`src/rtl/soc_pad_pkg.sv`:
```
// Shared types and constants for the SoC input pad bank.
package soc_pad_pkg;

    localparam int SYNC_STAGES_MIN    = 2;
    localparam int DEFAULT_DEBOUNCE_W = 4;

    typedef struct packed {
        logic rise;
        logic fall;
    } pad_edge_t;

endpackage

```
`src/rtl/input_pad_filter.sv`:
```
// One pad channel: N-flop synchroniser, programmable debounce counter and
// registered rise/fall pulses aligned with the filtered level update.
module input_pad_filter
    import soc_pad_pkg::*;
#(
    parameter int   SYNC_STAGES = SYNC_STAGES_MIN,
    parameter int   DEBOUNCE_W  = DEFAULT_DEBOUNCE_W,
    parameter logic RESET_VAL   = 1'b0
) (
    input  logic                  clock,
    input  logic                  reset_n,
    input  logic                  pad,
    input  logic                  enable,
    input  logic [DEBOUNCE_W-1:0] debounce_len,
    output logic                  pad_in,
    output pad_edge_t             pad_edge
);

    // A chain shorter than two flops is not a synchroniser, so clamp it.
    localparam int STAGES = (SYNC_STAGES < SYNC_STAGES_MIN) ? SYNC_STAGES_MIN : SYNC_STAGES;

    logic [STAGES-1:0]     sync_q;
    logic [DEBOUNCE_W-1:0] count_q;
    logic                  sync_level;
    logic                  accept;

    assign sync_level = sync_q[STAGES-1];
    assign accept     = enable && (sync_level != pad_in) && (count_q >= debounce_len);

    always_ff @(posedge clock) begin
        if (!reset_n) begin
            sync_q <= {STAGES{RESET_VAL}};
        end else begin
            sync_q <= {sync_q[STAGES-2:0], pad};
        end
    end

    // The >= compare lets a shortened debounce length accept immediately and
    // keeps the counter from ever wrapping.
    always_ff @(posedge clock) begin
        if (!reset_n) begin
            count_q  <= '0;
            pad_in   <= RESET_VAL;
            pad_edge <= '0;
        end else begin
            pad_edge <= '0;
            if (!enable || (sync_level == pad_in)) begin
                count_q <= '0;
            end else if (accept) begin
                pad_in   <= sync_level;
                count_q  <= '0;
                pad_edge <= '{rise: sync_level, fall: !sync_level};
            end else begin
                count_q <= count_q + 1'b1;
            end
        end
    end

endmodule

```
`src/rtl/wrap_input_pad_bank.sv`:
```
// Bank of debounced input pads feeding GPIO/interrupt logic.
// Define EDGE_LATCH_EN to add sticky per-channel edge-pending flags.
module wrap_input_pad_bank
    import soc_pad_pkg::*;
#(
    parameter int   NB_CHANNELS = 8,
    parameter int   SYNC_STAGES = 2,
    parameter int   DEBOUNCE_W  = DEFAULT_DEBOUNCE_W,
    parameter logic RESET_VAL   = 1'b0
) (
    input  logic                   i_clk,
    input  logic                   i_rst_n,
    input  logic [NB_CHANNELS-1:0] io_pad,
    input  logic [NB_CHANNELS-1:0] i_en,
    input  logic [DEBOUNCE_W-1:0]  i_debounce_len,
    output logic [NB_CHANNELS-1:0] o_pad_in,
    output logic [NB_CHANNELS-1:0] o_rise,
    output logic [NB_CHANNELS-1:0] o_fall,
    output logic [NB_CHANNELS-1:0] o_edge_pending,
    input  logic [NB_CHANNELS-1:0] i_edge_clr,
    input  logic                   netTie0,
    input  logic                   netTie1,
    input  logic                   vdd_io,
    input  logic                   vdd_co,
    input  logic                   vss
);

    for (genvar c = 0; c < NB_CHANNELS; c++) begin : g_chan
        pad_edge_t ch_edge;

        input_pad_filter #(
            .SYNC_STAGES (SYNC_STAGES),
            .DEBOUNCE_W  (DEBOUNCE_W),
            .RESET_VAL   (RESET_VAL)
        ) u_filter (
            .clock        (i_clk),
            .reset_n      (i_rst_n),
            .pad          (io_pad[c]),
            .enable       (i_en[c]),
            .debounce_len (i_debounce_len),
            .pad_in       (o_pad_in[c]),
            .pad_edge     (ch_edge)
        );

        assign o_rise[c] = ch_edge.rise;
        assign o_fall[c] = ch_edge.fall;
    end

`ifdef EDGE_LATCH_EN
    logic [NB_CHANNELS-1:0] pending_q;
    logic                   unused_supply;

    // A new edge in the same cycle as a clear wins, so no event is lost.
    always_ff @(posedge i_clk) begin
        if (!i_rst_n) begin
            pending_q <= '0;
        end else begin
            pending_q <= (pending_q & ~i_edge_clr) | o_rise | o_fall;
        end
    end

    assign o_edge_pending = pending_q;
    assign unused_supply  = ^{netTie0, netTie1, vdd_io, vdd_co, vss};
`else
    logic unused_supply;

    assign o_edge_pending = '0;
    assign unused_supply  = ^{netTie0, netTie1, vdd_io, vdd_co, vss, i_edge_clr};
`endif

endmodule

```
`config.mk`:
```
export PLATFORM = sky130hd
export DESIGN_NAME = wrap_input_pad_bank
export DESIGN_NICKNAME = d
export VERILOG_FILES = /design/src/rtl/soc_pad_pkg.sv /design/src/rtl/input_pad_filter.sv /design/src/rtl/wrap_input_pad_bank.sv
export SDC_FILE = /design/constraint.sdc
export NUM_CORES = 1
export LEC_CHECK = 0
export CAP_MARGIN = 10
export CELL_PAD_IN_SITES_DETAIL_PLACEMENT = 1
export CELL_PAD_IN_SITES_GLOBAL_PLACEMENT = 1
export CORE_ASPECT_RATIO = 1.25
export CORE_MARGIN = 1.5
export CORE_UTILIZATION = 43
export CTS_CLUSTER_SIZE = 24
export DETAILED_ROUTE_END_ITERATION = 16
export GPL_TIMING_DRIVEN = 1
export PLACE_DENSITY_LB_ADDON = 0.1
export SLEW_MARGIN = 10
export SYNTH_ARGS = -nofsm -noshare
export SYNTH_HDL_FRONTEND = slang
export SYNTH_SLANG_ARGS = --single-unit
```
`constraint.sdc`:
```
create_clock -name i_clk -period 5.95 [get_ports i_clk]
set_clock_uncertainty 0.15 [all_clocks]
set_input_delay 1.785 -clock i_clk [delete_from_list [all_inputs] [get_ports i_clk]]
set_output_delay 1.785 -clock i_clk [all_outputs]
set_load 0.03 [all_outputs]
```
======== Yosys cells after proc, flatten, opt, wreduce, memory -nomap -nowiden ========
Cells that the tools add are included.
storage, ports and cells
  flip-flop bits (word level) ............. 72
  input bits .............................. 35
  output and inout bits ................... 32
  logic and storage cells ................. 153
cells by class
  add/sub/neg operators ................... 8
  order comparisons ....................... 8
  equal/unequal tests ..................... 16
  bitwise operators ....................... 17
  reductions and logical operators ........ 64
operators by type and width
  cell                   count
  $reduce_or A3 Y1       16
  $add A4 B1 Y4 const B  8
  $ge A4 B4 Y1           8
  $not A1 Y1             17
  $logic_and A1 B1 Y1    16
  $logic_not A1 Y1       16
  $reduce_and A2 Y1      8
  $eq A1 B1 Y1           8
  $logic_or A1 B1 Y1     8
  $ne A1 B1 Y1           8

======== Depth between registers and ports, before layout ========
Gate-level depths: netlist of run 1.
  depth in word-level cells ............... 5
  gate-level depth with buffers ........... 5
  depth with buffers taken out ............ 5

======== Modules after synthesis ========
From an unflattened synthesis of run 1, not the netlist that was laid out.
unflattened totals
  cells, all modules ...................... 353
  area, all modules ....................... 3457.1 um2
by module, submodules not included
  module               instances  cells an instance  area each (um2)  seq. area each (um2)
  input_pad_filter     8          43                 424.2            180.2
  wrap_input_pad_bank  1          9                  63.8             0.0

======== Least setup slack after synthesis of run 1 ========
No wires, ideal clock.
  path kind ............................... in2reg
  from .................................... in i_debounce_len[3]
  to ...................................... reg g_chan[2].u_filter.pad_in
  setup time .............................. 0.127 ns
  data arrival time ....................... 2.882 ns
  data required time ...................... 5.673 ns
  path slack .............................. 2.791 ns
  stages on the path ...................... 5
  buffers on the path ..................... 0
  cell sequence ........................... inv_1 > ha_1 > o211ai_1 > o2111a_1 > or3_1
on the way
  word-level cells in the longest chain between the ends .. 3
RTL lines
  what                                RTL line                   RTL
  start, declared                     wrap_input_pad_bank.sv:15  input logic [DEBOUNCE_W-1:0] i_debounce_len,
  $ge A4 B4 Y1                        input_pad_filter.sv:28     assign accept = enable && (sync_level != pad_in) && (count_q >= debounce_len);
  $logic_and A1 B1 Y1                 input_pad_filter.sv:28
  $reduce_and A2 Y1 (no source line)  -
  end signal, assigned                input_pad_filter.sv:50     pad_in <= sync_level;
  end, declared                       input_pad_filter.sv:15     output logic pad_in,
No other way between the ends.
A chain may end at the register's enable or synchronous reset.

======== Final worst setup path of run 1 ========
  from .................................... in i_debounce_len[0]
  to ...................................... reg g_chan[1].u_filter.pad_edge[1] (netlist bit)
on the way
  word-level cells in the longest chain between the ends .. 4
RTL lines
  what                               RTL line                RTL
  $ge A4 B4 Y1                       input_pad_filter.sv:28
  $logic_and A1 B1 Y1                input_pad_filter.sv:28
  $not A1 Y1 (no source line)        -
  $reduce_or A3 Y1 (no source line)  -
  end signal, assigned               input_pad_filter.sv:52  pad_edge <= '{rise: sync_level, fall: !sync_level};
  end, declared                      input_pad_filter.sv:16  output pad_edge_t pad_edge
No other way between the ends.

==> run summary, run 1 <==
The switching power of the nets came out at 0.0002278 W. Data on the critical path is required at its endpoint by 6.02 ns. The final max-slew violation count came out at 0. The total count of hold-check failures in the final report is 0.

Yosys mapped the design onto 23 distinct sky130hd cell types. The minimum period implied by the final worst setup slack came out at 3.646 ns. In this run, CTS created clock tree buffers numbering 9. After detailed routing, the average wire length per cell comes to 14.26 µm. The number of detailed-route iterations in the first pass is 4. TritonCTS built the clock tree. The share of total power in sequential cells is 53.8%. The die is 102.6 µm tall. The floorplan has 36 rows. The synthesis warning total came out at 0. The reg2reg setup slack is 4.12 ns. The via total after detailed routing came out at 2567.

The number of levels the H-tree was split into is 3. The total congestion overflow is 0. The mapped cell area came out at 0.003411 mm².

The number of nets at the end of the flow is 463. The root buffer cell chosen for the clock tree is sky130_fd_sc_hd__clkbuf_8. The detailed-route vias per instance is 5.271. The core area is 0.007747 mm². The first-pass GRT wire length is 11.63 mm. Cells with a size suffix above 1 make up 5.102% of the layout. The critical path start-end classification is primary input to flop. The largest buffer count on any clock path came out at 2. The chip width came out at 82.66 µm. For this configuration, the core starts out at a cell density of 44.02%. The capturing instance or port of the critical path is g_chan[1].u_filter.pad_edge[1]$_SDFF_PP0_.

The via count of the first global-routing pass came out at 2498. The period utilization came out at 61.28%. Combinational cells account for 7.7% of the total power.

Data on the critical path arrives at its endpoint at 3.72 ns. The total track usage came out at 17.91%. The worst hold path belongs to the class flop to flop.

The logic depth of the worst register-to-register path is 5. The worst setup path is captured at a flop. The die covers 0.008479 mm². The filler cells instantiated in the layout total 896. The maximum number of pins on one net before global-route repair came out at 31. The power density normalized to cell area is 227.3 mW/mm². The cell area after layout came out at 0.004041 mm². The launch point of the worst reg-to-reg path is g_chan[5].u_filter.count_q[0]$_SDFF_PP0_. The clock net in this run drives a total of 72 sinks. The post-cts resize count is 0. The number of top-level pins is 67.

The startpoint kind of the worst setup timing path is a primary input. The portion of the post-synthesis area used by sequential elements is 42.26%. The placed instances occupy a cell area of 0.003861 mm². The post-DP HPWL is 5.155 mm. The number of DRC markers after the initial detailed-route iteration came out at 54. The buffers inserted during post-CTS setup optimization came out at 0. The switching part of the total is 24.80%. The largest voltage drop on the vdd net is 0.1678 mV. The total inserted antenna cells came out at 0.

The largest fanout on the critical path came out at 8. The flow ran to the end, and the final reports show no timing, DRC or antenna violations. From synthesis to final layout, the design area changed by 18.49%. The residual DRC count came out at 0. Static timing analysis puts the maximum clock frequency at 274.2 MHz. The total setup violations reported at the end of the flow is 0. The routability congestion estimate came out at 0.7530. The count of buffers added on input and output ports is 45. The hold-fix buffer count after cts is 0. Internal power comes to 0.0006909 W.

The clock network power share is 38.6%. After clock tree synthesis, the clock-pin slew on the worst setup and hold paths is 0.07 ns. The worst-margin pin slew is 0.6206 ns. After routing, the total negative slack on setup checks comes to 0 ns. Synthesis handed over a netlist of 345 instances.

In this run the remaining antenna-violating nets after routing total 0. The number of antenna violations at the first check in global routing was 0. The mean cell area of the mapped netlist is 9.886 µm². Setup repair after global routing left no endpoint under its margin. The clock reaches the later pin of the worst-skew pair after 0.34 ns. In this run the worst setup path begins at i_debounce_len[0]. The headroom to the max-slew limit came out at 58.50%. The wire length reported by the detailed router is 6.947 mm. Summed over all cells, the static leakage comes to 1.574 nW.

The flop and latch count out of synthesis came out at 72. The number of max-cap violations came out at 0. The endpoint identified for the worst register-to-register timing path is g_chan[5].u_filter.pad_in$_SDFFE_PN0P_.
final cells by class:
type / instances / area (µm²) / share of cell area [%]
multi-input combinational: 232 / 1742 / 43.10
sequential: 72 / 1441 / 35.67
timing repair buffer: 46 / 457.9 / 11.33
inverter: 27 / 101.3 / 2.508
clock buffer: 11 / 151.4 / 3.746
clock inverter: 4 / 28.78 / 0.7121
tap: 95 / 118.9 / 2.941
layout by cell type (no fill, tap or decap), types with 2 or more instances in the layout:
master	Yosys	routed
sky130_fd_sc_hd__and2_1	16	16
sky130_fd_sc_hd__xnor2_1	8	8
sky130_fd_sc_hd__o2111a_1	8	8
sky130_fd_sc_hd__conb_1	1	8
sky130_fd_sc_hd__xor2_1	16	16
sky130_fd_sc_hd__nor3b_1	24	24
sky130_fd_sc_hd__clkinvlp_4	0	2
sky130_fd_sc_hd__dfxtp_1	72	72
sky130_fd_sc_hd__clkbuf_8	0	11
sky130_fd_sc_hd__o21ai_1	8	8
sky130_fd_sc_hd__o21ai_0	8	8
sky130_fd_sc_hd__nor3_1	40	40
sky130_fd_sc_hd__nand3_1	20	20
sky130_fd_sc_hd__clkdlybuf4s50_1	0	45
sky130_fd_sc_hd__o211ai_1	8	8
sky130_fd_sc_hd__inv_1	27	27
sky130_fd_sc_hd__a21oi_1	8	8
sky130_fd_sc_hd__nand3b_1	8	8
sky130_fd_sc_hd__ha_1	40	40
sky130_fd_sc_hd__nand3_2	4	4
sky130_fd_sc_hd__or3_1	8	8
metal layers:
metal / up-vias / share of wire [%] / track usage [%]
met5: - / 0 / 0
met4: 0 / 1.4 / 6.154
met3: 9 / 3.5 / 3.009
met2: 48 / 49 / 30.89
met1: 1219 / 46 / 22.36
li1: 1291 / - / -
power by group through the flow:
stage | registers, W | clock network (W) | logic, W
6_report | 0.000494 | 0.000354 | 0.0000705
5_1_grt | 0.000495 | 0.000385 | 0.0000791
4_1_cts | 0.000494 | 0.000364 | 0.0000718
3_5_place_dp | 0.000505 | 0 | 0.0000713
3_3_place_gp | 0.000505 | 0 | 0.0000692
2_1_floorplan | 0.000504 | 0 | 0.0000479
cells by family after synthesis:
logic type	Yosys count	share of synthesized area, %
and+or+nand+nor	120	21.42
DFF	72	42.26
buffers and inverters	48	7.446
AOI/OAI and AO/OA	40	7.924
adders and majority gates	40	14.67
xor gates and xnor gates	24	6.163
other	1	0.1099
registers in the layout, indices dropped and copies added, names as in the netlist:
| name | cells |
|---|---|
| g_chan.u_filter.pad_edge | 16 |
| g_chan.u_filter.count_q | 32 |
| g_chan.u_filter.sync_q | 16 |
| g_chan.u_filter.pad_in | 8 |
worst max-delay path, stage by stage:
cell,delay (ns)
sky130_fd_sc_hd__clkdlybuf4s50_1,0.79
sky130_fd_sc_hd__ha_1,0.32
sky130_fd_sc_hd__nor3b_1,0.35
sky130_fd_sc_hd__o21ai_1,0.26
sky130_fd_sc_hd__nor3b_1,0.21
cells in the mapped netlist (all sizes together):
master / instances / area [µm²]
dfxtp: 72 / 1441
nor3b: 24 / 180.2
inv: 27 / 101.4
clkbuf: 2 / 8.750
nand3: 24 / 140.1
conb: 1 / 3.750
o2111a: 8 / 90.09
o211ai: 8 / 60.06
xor2: 16 / 140.1
and2: 16 / 100.1
ha: 40 / 500.5
xnor2: 8 / 70.07
a21oi: 8 / 40.04
nand3b: 8 / 60.06
or3: 8 / 50.05
nor3: 40 / 200.2
buf: 19 / 143.9
o21ai: 16 / 80.08
worst min path at each step:
stage / slack (ns) / startpoint / cells past startpoint / to
3_3_place_gp: 0.26 / g_chan[7].u_filter.sync_q[0]$_SDFF_PN0_ / 1 / g_chan[7].u_filter.sync_q[1]$_SDFF_PN0_
2_1_floorplan: 0.26 / g_chan[0].u_filter.sync_q[0]$_SDFF_PN0_ / 1 / g_chan[0].u_filter.sync_q[1]$_SDFF_PN0_
5_1_grt: 0.30 / g_chan[2].u_filter.sync_q[0]$_SDFF_PN0_ / 1 / g_chan[2].u_filter.sync_q[1]$_SDFF_PN0_
3_5_place_dp: 0.27 / g_chan[3].u_filter.sync_q[0]$_SDFF_PN0_ / 1 / g_chan[3].u_filter.sync_q[1]$_SDFF_PN0_
6_report: 0.29 / g_chan[3].u_filter.sync_q[0]$_SDFF_PN0_ / 1 / g_chan[3].u_filter.sync_q[1]$_SDFF_PN0_
4_1_cts: 0.29 / g_chan[3].u_filter.sync_q[0]$_SDFF_PN0_ / 1 / g_chan[3].u_filter.sync_q[1]$_SDFF_PN0_
per-stage QoR:
stage          setup slack (ns)  util [%]  cells  hold WS (ns)  total power [W]
5_1_grt                   2.118     52.16    487        0.2961        0.0009592
6_report                  2.304     52.16    487        0.2853        0.0009187
3_3_place_gp              1.932     49.84    472        0.2647        0.0005742
2_1_floorplan             2.791         -    352        0.2619        0.0005518
4_1_cts                   2.280     52.16    487        0.2891        0.0009302
3_5_place_dp              1.924     49.84    472        0.2711        0.0005766
(Power assumes the default switching activity.)
==> run 2, diff against run 1 <==
--- a/config.mk
+++ b/config.mk
@@ -10,7 +10,7 @@
 export CELL_PAD_IN_SITES_GLOBAL_PLACEMENT = 1
 export CORE_ASPECT_RATIO = 1.25
 export CORE_MARGIN = 1.5
-export CORE_UTILIZATION = 43
+export CORE_UTILIZATION = 39
 export CTS_CLUSTER_SIZE = 24
 export DETAILED_ROUTE_END_ITERATION = 16
 export GPL_TIMING_DRIVEN = 1
==> constraint.sdc (replaced) <==
create_clock -name i_clk -period 3.8 [get_ports i_clk]
set_clock_uncertainty 0.15 [all_clocks]
set_input_delay 1.14 -clock i_clk [delete_from_list [all_inputs] [get_ports i_clk]]
set_output_delay 1.14 -clock i_clk [all_outputs]
set_load 0.03 [all_outputs]
==> run 2 against run 1 <==
Effect of this change:
- setup slack got worse by 1.5 ns
- global-route usage shrank 0.49 points
- clock power is 96% higher
- hold slack better by 0.0067 ns
- non-clock buffer count grew 1
- sequential cell count stayed put
- first-iteration DRC count grew 19%
- clock-buffer cell count shrank 1
- power increased by 72%
- critical endpoint is now g_chan[1].u_filter.count_q[3]$_SDFF_PP0_
==> run summary, run 2 (synthesis results as in run 1) <==
The run finished with clean final reports. The post-cts resize count is 0 (unchanged). The total congestion overflow came out at 0 (unchanged). The maximum clock frequency is 337.4 MHz. The worst setup path is launched from a primary input.

The met2 usage in global routing is 29.19% (-1.7 points). The switching part of the total came out at 23.72% (-1.1 points). The clock network power share is 43.9% (+5.3 points).

The total inserted antenna cells came to 0 (unchanged). The endpoint kind of the worst setup timing path is a flop. The buffers inserted during post-CTS setup optimization is 0 (unchanged). The internal power summed over all cells is 0.001203 W (+74%). The first-pass GRT wire length was 12.35 mm (+6.2%). The total of fill cells in the finished design came to 966 (+7.8%). The chip width came out at 86.65 µm (+4.8%). The final max-slew violation count came to 0 (unchanged). Setup repair after global routing left no endpoint under its margin. The global routing stage identified its most utilized layer as met2. The leakage power came out at 1.608 nW (+2.1%). The number of max-cap violations came out at 0 (unchanged). The number of DRC markers after the initial detailed-route iteration came out at 64 (+19%). The number of sinks driven by the clock tree was 72 (unchanged). The via count of the first global-routing pass came to 2689 (+7.6%). The number of top-level pins came out at 67 (unchanged). The largest fanout on the critical path is 8 (unchanged).

Leaving out fill and tap cells, the most frequent cell in the layout is sky130_fd_sc_hd__dfxtp_1. The critical path goes through clkdlybuf4s50_1 > ha_1 > nor3b_1 > o21ai_1 > nor3_1. The largest registers in the layout are g_chan.u_filter.count_q (32), g_chan.u_filter.pad_edge (16), g_chan.u_filter.sync_q (16).

The total count of hold-check failures in the final report came out at 0 (unchanged). The clock transition at the registers of the reported paths is 0.08 ns (about the same). The die height was 107.6 µm (+4.9%). The via total after detailed routing was 2566 (-0.039%). The power density normalized to cell area is 382.4 mW/mm² (+68%). The post-DP HPWL came out at 5.127 mm (-0.54%).

The reg2reg setup slack was 2.00 ns (-2.12 ns). The met3 track utilization from global routing came out at 4.064% (+1.1 points). The clock tree root driver cell is sky130_fd_sc_hd__clkbuf_8.

The routability congestion estimate came to 0.7284 (-3.3%). The wire length reported by the detailed router came out at 7.036 mm (+1.3%). The number of levels the H-tree was split into is 3 (unchanged). The CTS buffer count is 9 (unchanged). TritonCTS built the clock tree.

The number of nets at the end of the flow is 464 (+0.22%). The critical path start-end classification is primary input to flop. The register with the most flip-flops in the final layout is g_chan.u_filter.count_q.

Counting I/O delays and the setup requirement, the final critical path takes 2.964 ns. The number of flip-flops under the largest register name came out at 32 (unchanged). The largest individual stage delay along the critical path comes from the cell sky130_fd_sc_hd__clkdlybuf4s50_1. The detailed-route vias per instance was 5.022 (-4.7%).

The number of antenna violations at the first check in global routing came out at 0 (unchanged). The path category of the worst min-delay check is flop to flop. The number of routed nets with antenna violations is 0 (unchanged). The total track usage was 17.42% (-0.49 points). The switching power of the nets was 0.0003742 W (+64%). The flip-flop and latch area came out at 0.001441 mm² (unchanged). The area growth from synthesis to layout is 20.95%.

The total setup violations reported at the end of the flow is 0 (unchanged). The share of total power in sequential cells is 49.0% (-4.8 points). The residual DRC count is 0 (unchanged). The maximum cell stage delay along the critical path is 0.77 ns (-0.02 ns). The signal arrival time at the worst endpoint is 3.09 ns (-0.63 ns). The library cells used most frequently in the layout, excluding fill and tap cells, are sky130_fd_sc_hd__dfxtp_1 (72), sky130_fd_sc_hd__clkdlybuf4s50_1 (45), sky130_fd_sc_hd__nor3_1 (40), sky130_fd_sc_hd__ha_1 (40), sky130_fd_sc_hd__inv_1 (27). The final total power is 0.001577 W (+72%). The largest voltage drop on the vdd net came out at 0.2415 mV (+44%). The hold-fix buffer count after cts came out at 0 (unchanged). The core area is 0.008379 mm² (+8.2%). The footprint of the multi-input gates came out at 0.001742 mm² (unchanged). The data required time at the worst endpoint came to 3.93 ns (-2.09 ns). The sum of negative setup slack came out at 0 ns (unchanged).

The count of input and output buffers came out at 45 (unchanged). The initial core utilization came to 40.70% (-3.3 points). The per-cell routed wire length is 13.77 µm (-3.5%).

The die footprint came to 0.009319 mm² (+9.9%). The met1 usage in global routing came to 20.53% (-1.8 points). The number of detailed-route iterations in the first pass was 4 (unchanged).

The number of placement rows came out at 37 (+2.8%). The clock insertion delay at the later pin of the skew report is 0.36 ns (+0.02 ns). The part of the power in combinational logic came out at 7.1% (-0.6 points).

The maximum number of pins on one net before global-route repair came out at 31 (unchanged). The period utilization is 77.99%. The layout cell share with drive strength beyond 1 came out at 5.584% (+0.48 points). The largest buffer count on any clock path came out at 2 (unchanged).
[run 2: cell types whose count changed in the layout (fill, tap and decap cells not counted)]
cell,change
sky130_fd_sc_hd__clkbuf_8,-1
sky130_fd_sc_hd__clkinvlp_4,-2
sky130_fd_sc_hd__clkinv_4,+2
sky130_fd_sc_hd__buf_4,+1
sky130_fd_sc_hd__bufinv_16,+2
[run 2: final timing paths]
| check | startpoint | to | cells past startpoint |
|---|---|---|---|
| worst max-delay path | i_debounce_len[0] | g_chan[1].u_filter.count_q[3]$_SDFF_PP0_ | 5 |
| worst min-delay path | g_chan[6].u_filter.sync_q[0]$_SDFF_PN0_ | g_chan[6].u_filter.sync_q[1]$_SDFF_PN0_ | 1 |
| worst min register to register | g_chan[6].u_filter.sync_q[0]$_SDFF_PN0_ | g_chan[6].u_filter.sync_q[1]$_SDFF_PN0_ | 1 |
| worst max register to register | g_chan[1].u_filter.count_q[0]$_SDFF_PP0_ | g_chan[1].u_filter.count_q[3]$_SDFF_PP0_ | 5 |
[run 2: power by group through the flow]
stage                     logic (W)  registers, W  clock network, W
final                      0.000111      0.000773          0.000693
after global routing       0.000127      0.000775          0.000749
after CTS                  0.000114      0.000773          0.000717
after detailed placement   0.000112      0.000791                 0
after global placement     0.000108      0.000791                 0
after floorplan           0.0000750      0.000789                 0
[run 2: through the flow]
stage / hold WS (ns) / instance area [µm²] / cells / util, % / setup slack, ns
3_3_place_gp: 0.2639 / 3896 / 495 / 46.50 / 0.4609
3_5_place_dp: 0.2754 / 3896 / 495 / 46.50 / 0.4274
6_report: 0.2920 / 4125 / 511 / 49.23 / 0.8362
4_1_cts: 0.2941 / 4125 / 511 / 49.23 / 0.8153
5_1_grt: 0.2976 / 4125 / 511 / 49.23 / 0.6780
2_1_floorplan: 0.2619 / 3437 / 352 / - / 1.286
[run 2: area by class of cell]
class / instances / share of cell area, %
multi-input combinational: 232 / 42.22
inverter: 27 / 2.457
clock inverter: 6 / 2.214
sequential: 72 / 34.94
tap: 117 / 3.549
clock buffer: 10 / 3.336
timing repair buffer: 47 / 11.28
[run 2: critical path: cells and delay by family]
kind	cells	cell delay, ns
AO/OA/AOI/OAI	1	0.27
adder cells (fa/ha/maj)	1	0.32
buffers and inverters	1	0.77
AND/OR/NAND/NOR	2	0.59
[run 2: layer usage]
layer / wire, µm / share of wire (%)
met4: 170 / 2.4
met5: 0 / 0
met1: 3160 / 45
met2: 3455 / 49
met3: 250 / 3.6
